**src/rtl/pov_column_sequencer_pkg.sv**
```systemverilog
// Shared types and default sizing for the POV column sequencer.
package pov_column_sequencer_pkg;

  localparam int unsigned NUM_COL_DEF   = 32;
  localparam int unsigned ANCHO_LED_DEF = 8;
  localparam int unsigned COL_W_DEF     = 6;

  typedef enum logic [1:0] {
    ESPERA  = 2'd0,
    BARRIDO = 2'd1,
    PAUSA   = 2'd2
  } estado_e;

endpackage

```
**src/rtl/pov_column_sequencer_edge_sync.sv**
```systemverilog
// Optional N-stage synchroniser followed by a one-cycle rising-edge pulse.
module pov_column_sequencer_edge_sync #(
  parameter int unsigned SYNC_STAGES = 2
) (
  input  logic clk,
  input  logic rst,
  input  logic d,
  output logic pulse_c
);

  logic sync_c;
  logic prev_q, prev_d;

  if (SYNC_STAGES == 0) begin : g_direct
    assign sync_c = d;
  end else begin : g_sync
    logic [SYNC_STAGES-1:0] sync_q, sync_d;

    always_comb sync_d = SYNC_STAGES'({sync_q, d});

    always_ff @(posedge clk or posedge rst) begin
      if (rst) sync_q <= '0;
      else     sync_q <= sync_d;
    end

    assign sync_c = sync_q[SYNC_STAGES-1];
  end

  assign prev_d = sync_c;

  always_ff @(posedge clk or posedge rst) begin
    if (rst) prev_q <= 1'b0;
    else     prev_q <= prev_d;
  end

  assign pulse_c = sync_c & ~prev_q;

endmodule

```
**src/rtl/pov_column_sequencer.sv**
```systemverilog
// Steps LED columns through a frame on each Frec tick, resynchronised by the hall index.
module pov_column_sequencer
  import pov_column_sequencer_pkg::*;
#(
  parameter int unsigned NUM_COL   = NUM_COL_DEF,
  parameter int unsigned ANCHO_LED = ANCHO_LED_DEF,
  parameter int unsigned COL_W     = COL_W_DEF
) (
  input  logic                 Reloj,
  input  logic                 Reset,
  input  logic                 Frec,
  input  logic                 Sensor,
  input  logic                 Habilitar,
  input  logic                 WrEn,
  input  logic [COL_W-1:0]     WrAddr,
  input  logic [ANCHO_LED-1:0] WrData,
  output logic [ANCHO_LED-1:0] Leds,
  output logic [COL_W-1:0]     Columna,
  output logic                 FinCuadro,
  output logic                 Activo
);

  localparam logic [COL_W-1:0] LAST_COL  = COL_W'(NUM_COL - 1);
  localparam logic [COL_W:0]   NUM_COL_X = (COL_W+1)'(NUM_COL);

  logic                 tick_c, sinc_c, wr_ok_c;
  estado_e              state_q, state_d;
  logic [COL_W-1:0]     col_q, col_d, col_inc_c;
  logic [ANCHO_LED-1:0] leds_q, leds_d, mem_nxt_c;
  logic                 fin_q, fin_d;
  logic                 activo_q, activo_d;
  logic [ANCHO_LED-1:0] mem_q [NUM_COL];
  logic [ANCHO_LED-1:0] mem_d [NUM_COL];

  pov_column_sequencer_edge_sync #(.SYNC_STAGES(0)) u_frec_edge (
    .clk     (Reloj),
    .rst     (Reset),
    .d       (Frec),
    .pulse_c (tick_c)
  );

  pov_column_sequencer_edge_sync #(.SYNC_STAGES(2)) u_sensor_edge (
    .clk     (Reloj),
    .rst     (Reset),
    .d       (Sensor),
    .pulse_c (sinc_c)
  );

  // Out-of-range addresses are dropped rather than aliased onto a real column.
  assign wr_ok_c = WrEn && ({1'b0, WrAddr} < NUM_COL_X);

  always_comb begin
    for (int unsigned i = 0; i < NUM_COL; i++) begin
      mem_d[i] = (wr_ok_c && (WrAddr == COL_W'(i))) ? WrData : mem_q[i];
    end
  end

  assign col_inc_c = col_q + COL_W'(1);

  always_comb begin
    mem_nxt_c = '0;
    for (int unsigned i = 0; i < NUM_COL; i++) begin
      if (col_inc_c == COL_W'(i)) mem_nxt_c = mem_q[i];
    end
  end

  // Next-state and output decode; sinc outranks tick, Habilitar low outranks everything.
  always_comb begin
    state_d = state_q;
    col_d   = col_q;
    leds_d  = leds_q;
    fin_d   = 1'b0;

    unique case (state_q)
      ESPERA: begin
        col_d  = '0;
        leds_d = '0;
        if (sinc_c) begin
          state_d = BARRIDO;
          leds_d  = mem_q[0];
        end
      end
      BARRIDO: begin
        if (sinc_c) begin
          col_d  = '0;
          leds_d = mem_q[0];
        end else if (tick_c) begin
          if (col_q == LAST_COL) begin
            fin_d   = 1'b1;
            col_d   = '0;
            leds_d  = '0;
            state_d = PAUSA;
          end else begin
            col_d  = col_inc_c;
            leds_d = mem_nxt_c;
          end
        end
      end
      PAUSA: begin
        col_d  = '0;
        leds_d = '0;
        if (sinc_c) begin
          state_d = BARRIDO;
          leds_d  = mem_q[0];
        end
      end
      default: begin
        state_d = ESPERA;
        col_d   = '0;
        leds_d  = '0;
      end
    endcase

    if (!Habilitar) begin
      state_d = ESPERA;
      col_d   = '0;
      leds_d  = '0;
      fin_d   = 1'b0;
    end
  end

  assign activo_d = (state_d == BARRIDO);

  always_ff @(posedge Reloj or posedge Reset) begin
    if (Reset) begin
      state_q  <= ESPERA;
      col_q    <= '0;
      leds_q   <= '0;
      fin_q    <= 1'b0;
      activo_q <= 1'b0;
    end else begin
      state_q  <= state_d;
      col_q    <= col_d;
      leds_q   <= leds_d;
      fin_q    <= fin_d;
      activo_q <= activo_d;
    end
  end

  always_ff @(posedge Reloj or posedge Reset) begin
    if (Reset) begin
      for (int unsigned i = 0; i < NUM_COL; i++) mem_q[i] <= '0;
    end else begin
      for (int unsigned i = 0; i < NUM_COL; i++) mem_q[i] <= mem_d[i];
    end
  end

  assign Leds      = leds_q;
  assign Columna   = col_q;
  assign FinCuadro = fin_q;
  assign Activo    = activo_q;

endmodule
```
**config.mk**
```make
export PLATFORM = sky130hd
export DESIGN_NAME = pov_column_sequencer
export DESIGN_NICKNAME = d
export VERILOG_FILES = /design/src/rtl/pov_column_sequencer_pkg.sv /design/src/rtl/pov_column_sequencer_edge_sync.sv /design/src/rtl/pov_column_sequencer.sv
export SDC_FILE = /design/constraint.sdc
export NUM_CORES = 1
export LEC_CHECK = 0
export ABC_AREA = 1
export CAP_MARGIN = 20
export CORE_MARGIN = 3
export CORE_UTILIZATION = 26
export CTS_CLUSTER_SIZE = 20
export DETAILED_ROUTE_END_ITERATION = 8
export PLACE_DENSITY_LB_ADDON = 0.15
export SETUP_SLACK_MARGIN = 0.2
export SLEW_MARGIN = 5
export SYNTH_ARGS = -nofsm -noshare
export SYNTH_HDL_FRONTEND = slang
export SYNTH_SLANG_ARGS = --single-unit
```
**constraint.sdc**
```tcl
create_clock -name Reloj -period 16.4 [get_ports Reloj]
set_clock_uncertainty 0.15 [all_clocks]
set_input_delay 3.28 -clock Reloj [delete_from_list [all_inputs] [get_ports Reloj]]
set_output_delay 3.28 -clock Reloj [all_outputs]
set_load 0.03 [all_outputs]
```
==> impl_results.md, run 1 <==
* H-tree depth at 2
* Starting density of the core at 26.41%
* GR Overflow Total at 0
* Sequential share of the synthesized area at 51.04%
* Wire length the detailed router placed on met1 at 19.75 mm
* Hold-critical path depth at 0
* Crit path max-delay cell type: sky130_fd_sc_hd__clkdlybuf4s50_1
* Portion of synthesized cell area occupied by the leading cell type at 51.04%
* Kind of launch point of the worst setup path: register
* Peak per-stage delay on the critical path at 0.73 ns
* Detailed-routed wire length on met3 at 1.362 mm
* Worst hold path type: register to register
* Largest net degree at the start of global routing at 164
* Post-synthesis cell count at 1826
* First-pass GRT wire length at 64.63 mm
* Final Setup Violations at 0
* Post-Syn Area per Cell at 7.464 sq um
* Antenna Cells at 0
* GRT Resource Usage Total at 14.46%
* Die Outline Area at 55200 sq um
* Top area cells in the synthesized netlist: sky130_fd_sc_hd__dfrtp_1 (51%), sky130_fd_sc_hd__nand2_1 (20%), sky130_fd_sc_hd__o21ai_0 (10%)
* Delay-heaviest family, CP: buffers and inverters
* Skew-Pair Late Insertion Delay at 0.55 ns
* Wirelength, routed at 39.49 mm
* Vias per Instance at 4.471
* Post-Synthesis Cell Area at 13630 sq um
* Cell count along the critical path at 1
* Post-cts repair resize count at 0
* Max-Slew Margin vs Limit at 27.52%
* Final hold violation count at 0
* Pwr/cell area at 109.2 nW/um^2
* Top post-synthesis cells by count: sky130_fd_sc_hd__nand2_1 (717), sky130_fd_sc_hd__o21ai_0 (281), sky130_fd_sc_hd__dfrtp_1 (278), sky130_fd_sc_hd__inv_1 (158), sky130_fd_sc_hd__nor2_1 (95)
* Number of DRC violations after detailed-routing iteration 0 at 712
* Count of unresolved DRC violations after routing at 0
* CP Cell Sequence: clkdlybuf4s50_1
* Top fanout value on the critical path at 8
* Port Buffers at 35
* Post-detail-place hpwl at 26.24 mm
* Synth unique cells at 40
* Drt first pass iters at 5
* Lkg Pwr at 7.670 nW
* Initial antenna violation count at 0
* Fraction of final layout cells with drive strength greater than 1 at 6.731%
* Ys flop type: sky130_fd_sc_hd__dfrtp_1
* Result of the run: completed
* Number of buffers created by CTS at 35
* Worst path required time at 12.97 ns
* Library cell with the largest summed area after synthesis: sky130_fd_sc_hd__dfrtp_1
* Final Slew Violations at 0
* Post-synthesis sequential element count at 278
* Buffer count from post-CTS setup fixing at 0
* Arrival time worst endpoint at 1.79 ns
* Yosys warning count at 0
* Cells on worst reg2reg path at 43
* Routed wirelength normalized by instance count at 15.57 microns
* CTS tree: yes
* Number of buffers inserted for hold repair after clock tree synthesis at 0
* Placement-stage worst setup slack at 10.81 ns
* Actual slew at the worst max-slew pin at 1.079 ns
* Worst Setup Path Type: register to output port
* Routed wire length on met2 at 17.47 mm
* Fin crit period at 5.219 ns
* Setup slack of the most critical reg-to-reg path at 11.66 ns
* Number of ports placed on the die boundary at 36
* CP endpoint kind: output port
* Placeable Area at 51610 sq um
* ANT nets after route at 0
* Net count after synthesis at 1851
* Placement row count at 83
* Synth async-reset ratio at 100.0%
* Final period utilization at 31.82%
* Synthesis-to-finish area growth at 15.60%
* Die boundary height at 235.0 microns
* Unrepaired setup endpoints after global routing: false
* Buffering stage count on the worst path with inverters included at 1
* Vias post-DR at 11340
* Highest Clock Rate at 191.6 MHz
* Maximum ir drop on the vdd rail at 0.00006559 V
* Routability Congestion at 0.8120
* Fin worst setup slack at 11.18 ns
* TritonCTS Sinks at 278
* Setup tns final at 0 ns
* Max-cap viol count at 0
* Most repeated cell in the gate-level netlist after synthesis: sky130_fd_sc_hd__nand2_1
* Maximum clock path buffer count at 3
* Number of enable-type register cells in the synthesized netlist at 0
* Clock root cell: sky130_fd_sc_hd__clkbuf_16
* Number of global-route vias before repair at 11200
* Uppermost signal routing layer after detailed routing: met4
* Die W at 235.0 microns
* Number of nets in the finished design at 1862
* Clock-pin slew of the registers on the worst-case setup and hold paths at 0.06 ns
[power breakdown]
| group | switching (mW) | internal [mW] | leakage [nW] |
|---|---|---|---|
| Sequential | 0.0431 | 0.771 | 3.70 |
| Combinational | 0.112 | 0.0606 | 3.44 |
| Clock | 0.300 | 0.434 | 0.530 |
[per-stage QoR]
step | std cells | hold WS [ns] | power, mW | util [%] | instance area (sq um)
after floorplan | 1826 | 0.1812 | 0.9378 | - | 13630
after global placement | 2476 | 0.1862 | 0.9982 | 28.38 | 14650
after detailed placement | 2478 | 0.1847 | 1.003 | 28.42 | 14670
after CTS | 2535 | 0.1970 | 1.753 | 30.48 | 15730
after global routing | 2537 | 0.2007 | 1.819 | 30.53 | 15760
final | 2537 | 0.1964 | 1.721 | 30.53 | 15760
[path summary, 6_finish.rpt]
check	from	to
max in group asynchronous	Reset	mem_q[200]
min reg2reg	u_sensor_edge.g_sync.sync_q[0]	u_sensor_edge.g_sync.sync_q[1]
max	Columna[1]	Columna[1]
max reg2reg	Columna[1]	Leds[2]
min	u_sensor_edge.g_sync.sync_q[0]	u_sensor_edge.g_sync.sync_q[1]
min in group asynchronous	Reset	mem_q[85]
[layer usage]
layer,vias to the layer above,GRT usage [%]
li1,5778,-
met4,0,4.470
met1,5344,20.60
met5,-,0
met3,56,2.113
met2,164,22.66
[layout make-up]
cell class | instances | area, sq um
Timing Repair Buffer | 54 | 515.5
Multi-Input combinational cell | 1300 | 5720
Clock buffer | 48 | 984.7
Sequential cell | 278 | 6957
Inverter | 168 | 645.6
Fill cell | 5591 | 35860
Clock inverter | 9 | 81.33
Tap cell | 680 | 850.8
[placed cells by master, fill, tap and decap left out, types with 2 or more instances in the layout]
master / count
sky130_fd_sc_hd__nand2_1: 717
sky130_fd_sc_hd__o21ai_0: 281
sky130_fd_sc_hd__dfrtp_1: 278
sky130_fd_sc_hd__inv_1: 157
sky130_fd_sc_hd__nor2_1: 95
sky130_fd_sc_hd__a21oi_1: 89
sky130_fd_sc_hd__clkbuf_16: 35
sky130_fd_sc_hd__clkdlybuf4s50_1: 35
sky130_fd_sc_hd__nand3_1: 30
sky130_fd_sc_hd__or2_2: 17
sky130_fd_sc_hd__buf_4: 16
sky130_fd_sc_hd__nand2_2: 11
sky130_fd_sc_hd__o21ai_1: 7
sky130_fd_sc_hd__nor3_1: 7
sky130_fd_sc_hd__clkbuf_1: 7
sky130_fd_sc_hd__clkbuf_8: 7
sky130_fd_sc_hd__nor3_2: 6
sky130_fd_sc_hd__inv_2: 6
sky130_fd_sc_hd__nor2_2: 5
sky130_fd_sc_hd__ha_1: 5
sky130_fd_sc_hd__clkinv_2: 5
sky130_fd_sc_hd__o21bai_1: 4
sky130_fd_sc_hd__nand3b_1: 4
sky130_fd_sc_hd__nand4_1: 3
sky130_fd_sc_hd__or2_0: 3
sky130_fd_sc_hd__o22ai_1: 3
sky130_fd_sc_hd__inv_6: 3
sky130_fd_sc_hd__clkinv_1: 2
sky130_fd_sc_hd__o211ai_1: 2
[state kept, by name, summed over array words and instances (netlist names), 2 cells and up]
register	cells
mem_q	256
state_q	2
Leds	8
u_sensor_edge.g_sync.sync_q	2
Columna	6
[cells by family (layout without fill, tap and decap cells)]
kind of cell               count (synthesis)  in the layout  synth area share (%)
AOI/OAI and AO/OA                        388            388                 14.44
adders and majority gates                  5              5                0.4590
buffers and inverters                    248            279                 7.133
DFF                                      278            278                 51.04
and+or+nand+nor                          907            907                 26.93
No activity file was read; power rests on OpenSTA's default activity.
==> run 2, diff against run 1 <==
Clock period 16.4 ns to 4.4 ns, I/O delays scaled along.
==> impl_results.md, run 2 (synthesis results as in run 1) <==
* Die Outline Area at 55200 sq um (unchanged)
* Vias post-DR at 11600 (+2.2%)
* Synthesis-to-finish area growth at 21.73%
* Maximum ir drop on the vdd rail at 0.0002701 V (+310%)
* GR Overflow Total at 0 (unchanged)
* Actual slew at the worst max-slew pin at 0.8898 ns (-0.1892 ns)
* Most frequent standard cell in the layout excluding fill and tap cells: sky130_fd_sc_hd__nand2_1
* Wirelength, routed at 41.26 mm (+4.5%)
* TritonCTS Sinks at 278 (unchanged)
* Antenna Cells at 0 (unchanged)
* Final period utilization at 91.98%
* Number of ports placed on the die boundary at 36 (unchanged)
* Met2 capacity usage during global routing at 23.70% (+1.0 points)
* Routability Congestion at 0.8225 (+1.3%)
* Fin crit period at 4.047 ns
* GRT Resource Usage Total at 14.96% (+0.51 points)
* Die boundary height at 235.0 microns (unchanged)
* Worst path required time at 4.69 ns (-8.28 ns)
* Placement-stage cell area at 14950 sq um (+1.9%)
* Worst hold path type: register to register
* Final Setup Violations at 0 (unchanged)
* Number of flip-flops in the largest register at 256 (unchanged)
* Fraction of final layout cells with drive strength greater than 1 at 12.30% (+5.6 points)
* Drt first pass iters at 6 (+1)
* Buffering stage count on the worst path with inverters included at 2 (+1)
* Final hold violation count at 0 (unchanged)
* Highest Clock Rate at 247.1 MHz
* Setup tns final at 0 ns (unchanged)
* Starting density of the core at 26.41% (unchanged)
* Routed wirelength normalized by instance count at 15.87 microns (+2.0%)
* Initial antenna violation count at 0 (unchanged)
* Peak per-stage delay on the critical path at 0.50 ns (-0.23 ns)
* CTS tree: yes
* Arrival time worst endpoint at 4.34 ns (+2.55 ns)
* Unrepaired setup endpoints after global routing: true
* Max-cap viol count at 0 (unchanged)
* Hold WS at 0.2005 ns (+0.004104 ns)
* Crit path top cell by count: sky130_fd_sc_hd__nand2_1
* Most frequent cells in the layout: sky130_fd_sc_hd__nand2_1 (697), sky130_fd_sc_hd__o21ai_0 (279), sky130_fd_sc_hd__dfrtp_1 (277), sky130_fd_sc_hd__inv_1 (155)
* Clock-pin slew of the registers on the worst-case setup and hold paths at 0.06 ns (about the same)
* Clock root cell: sky130_fd_sc_hd__clkbuf_16
* Number of DRC violations after detailed-routing iteration 0 at 860 (+21%)
* Register containing the most flip-flops in the final layout: mem_q
* Maximum clock path buffer count at 3 (unchanged)
* Crit path max-delay cell type: sky130_fd_sc_hd__dfrtp_1
* Placement row count at 83 (unchanged)
* Number of buffers created by CTS at 36 (+2.9%)
* Post-layout power at 6.640 mW (+290%)
* Count of unresolved DRC violations after routing at 0 (unchanged)
* First-pass GRT wire length at 66.17 mm (+2.4%)
* Delay-heaviest family, CP: simple AND/OR/NAND/NOR gates
* Lkg Pwr at 8.080 nW (+5.3%)
* Global routing usage on met3 at 1.972% (-0.14 points)
* Top fanout value on the critical path at 13 (+5)
* Routing layer with the top usage in global route: met2
* Number of nets in the finished design at 1917 (+3.0%)
* Worst Setup Path Type: register to register
* Final standard cell area without fillers at 16590 sq um (+5.3%)
* Die W at 235.0 microns (unchanged)
* Final Slew Violations at 0 (unchanged)
* Result of the run: completed
* Vias per Instance at 4.462 (-0.20%)
* Max-Slew Margin vs Limit at 40.36% (+13 points)
* H-tree depth at 2 (unchanged)
* Port Buffers at 35 (unchanged)
* ANT nets after route at 0 (unchanged)
* Global Route met1 Usage at 21.10% (+0.50 points)
* Post-detail-place hpwl at 28.15 mm (+7.3%)
* Kind of launch point of the worst setup path: register
* Pwr/cell area at 400.2 nW/um^2 (+270%)
* Largest net degree at the start of global routing at 108 (-34%)
* Number of global-route vias before repair at 11500 (+2.7%)
* Skew-Pair Late Insertion Delay at 0.55 ns (about the same)
* CP endpoint kind: register
* Placeable Area at 51610 sq um (unchanged)
==> run 2: cell count changes in the layout (fill, tap and decap cells not counted), moves of 7 or more <==
cell | previous run | this run
sky130_fd_sc_hd__nand3_1 | 30 | 17
sky130_fd_sc_hd__nand2_2 | 11 | 25
sky130_fd_sc_hd__nand2_1 | 717 | 697
sky130_fd_sc_hd__nand3_2 | 1 | 13
sky130_fd_sc_hd__nand2_4 | 1 | 8
sky130_fd_sc_hd__buf_4 | 16 | 60
==> run 2: cell type report <==
class,instances,area (sq um)
Clock inverter,10,85.08
Timing Repair Buffer,107,980.9
Fill cell,5520,35020
Clock buffer,55,1084
Inverter,168,660.6
Tap cell,680,850.8
Sequential cell,278,6958
Multi-Input combinational cell,1301,5972
==> run 2: timing repair <==
| item | 4_1_cts | 5_1_grt |
|---|---|---|
| gates resized for setup | 1 | 81 |
| setup endpoints to repair | 3 | 8 |
| setup buffers | 2 | 18 |
| hold buffers | 0 | 0 |
| pin swaps | 1 | 38 |
| gates cloned | 0 | 2 |
==> run 2: worst reg2reg max path: cells and delay by family (launching register included) <==
kind | cells | cell delay [ns]
buffers and inverters | 2 | 0.39
flip-flops | 1 | 0.50
AND/OR/NAND/NOR | 31 | 2.46
AO/OA/AOI/OAI | 3 | 0.42
==> run 2: metrics by stage <==
| stage | cells | worst slack [ns] | util, % |
|---|---|---|---|
| floorplan | 1826 | -0.3093 | - |
| global placement | 2511 | 0.1722 | 28.97 |
| detailed placement | 2511 | 0.1790 | 28.97 |
| CTS | 2578 | 0.2010 | 31.27 |
| global route | 2599 | -0.07167 | 32.14 |
| finish | 2599 | 0.3528 | 32.14 |
==> run 2: final timing paths <==
check	startpoint	end	slack, ns	cells after the start
max in group asynchronous	Reset	mem_q[200]	2.40	3
min reg2reg	u_sensor_edge.g_sync.sync_q[0]	u_sensor_edge.g_sync.sync_q[1]	0.20	0
max reg2reg	Columna[2]	Leds[1]	0.35	36
max	Columna[2]	Leds[1]	0.35	36
min	u_sensor_edge.g_sync.sync_q[0]	u_sensor_edge.g_sync.sync_q[1]	0.20	0
min in group asynchronous	Reset	mem_q[64]	0.64	2
==> run 2: power by group <==
| part | switching (mW) | internal, mW |
|---|---|---|
| combinational | 0.423 | 0.240 |
| clock | 1.17 | 1.76 |
| sequential | 0.174 | 2.87 |
| total | 1.77 | 4.87 |
==> run 2: layer usage <==
metal,up-vias,wire [microns]
li1,5883,-
met1,5505,20490
met5,-,0
met3,48,1117
met4,0,958
met2,160,18700
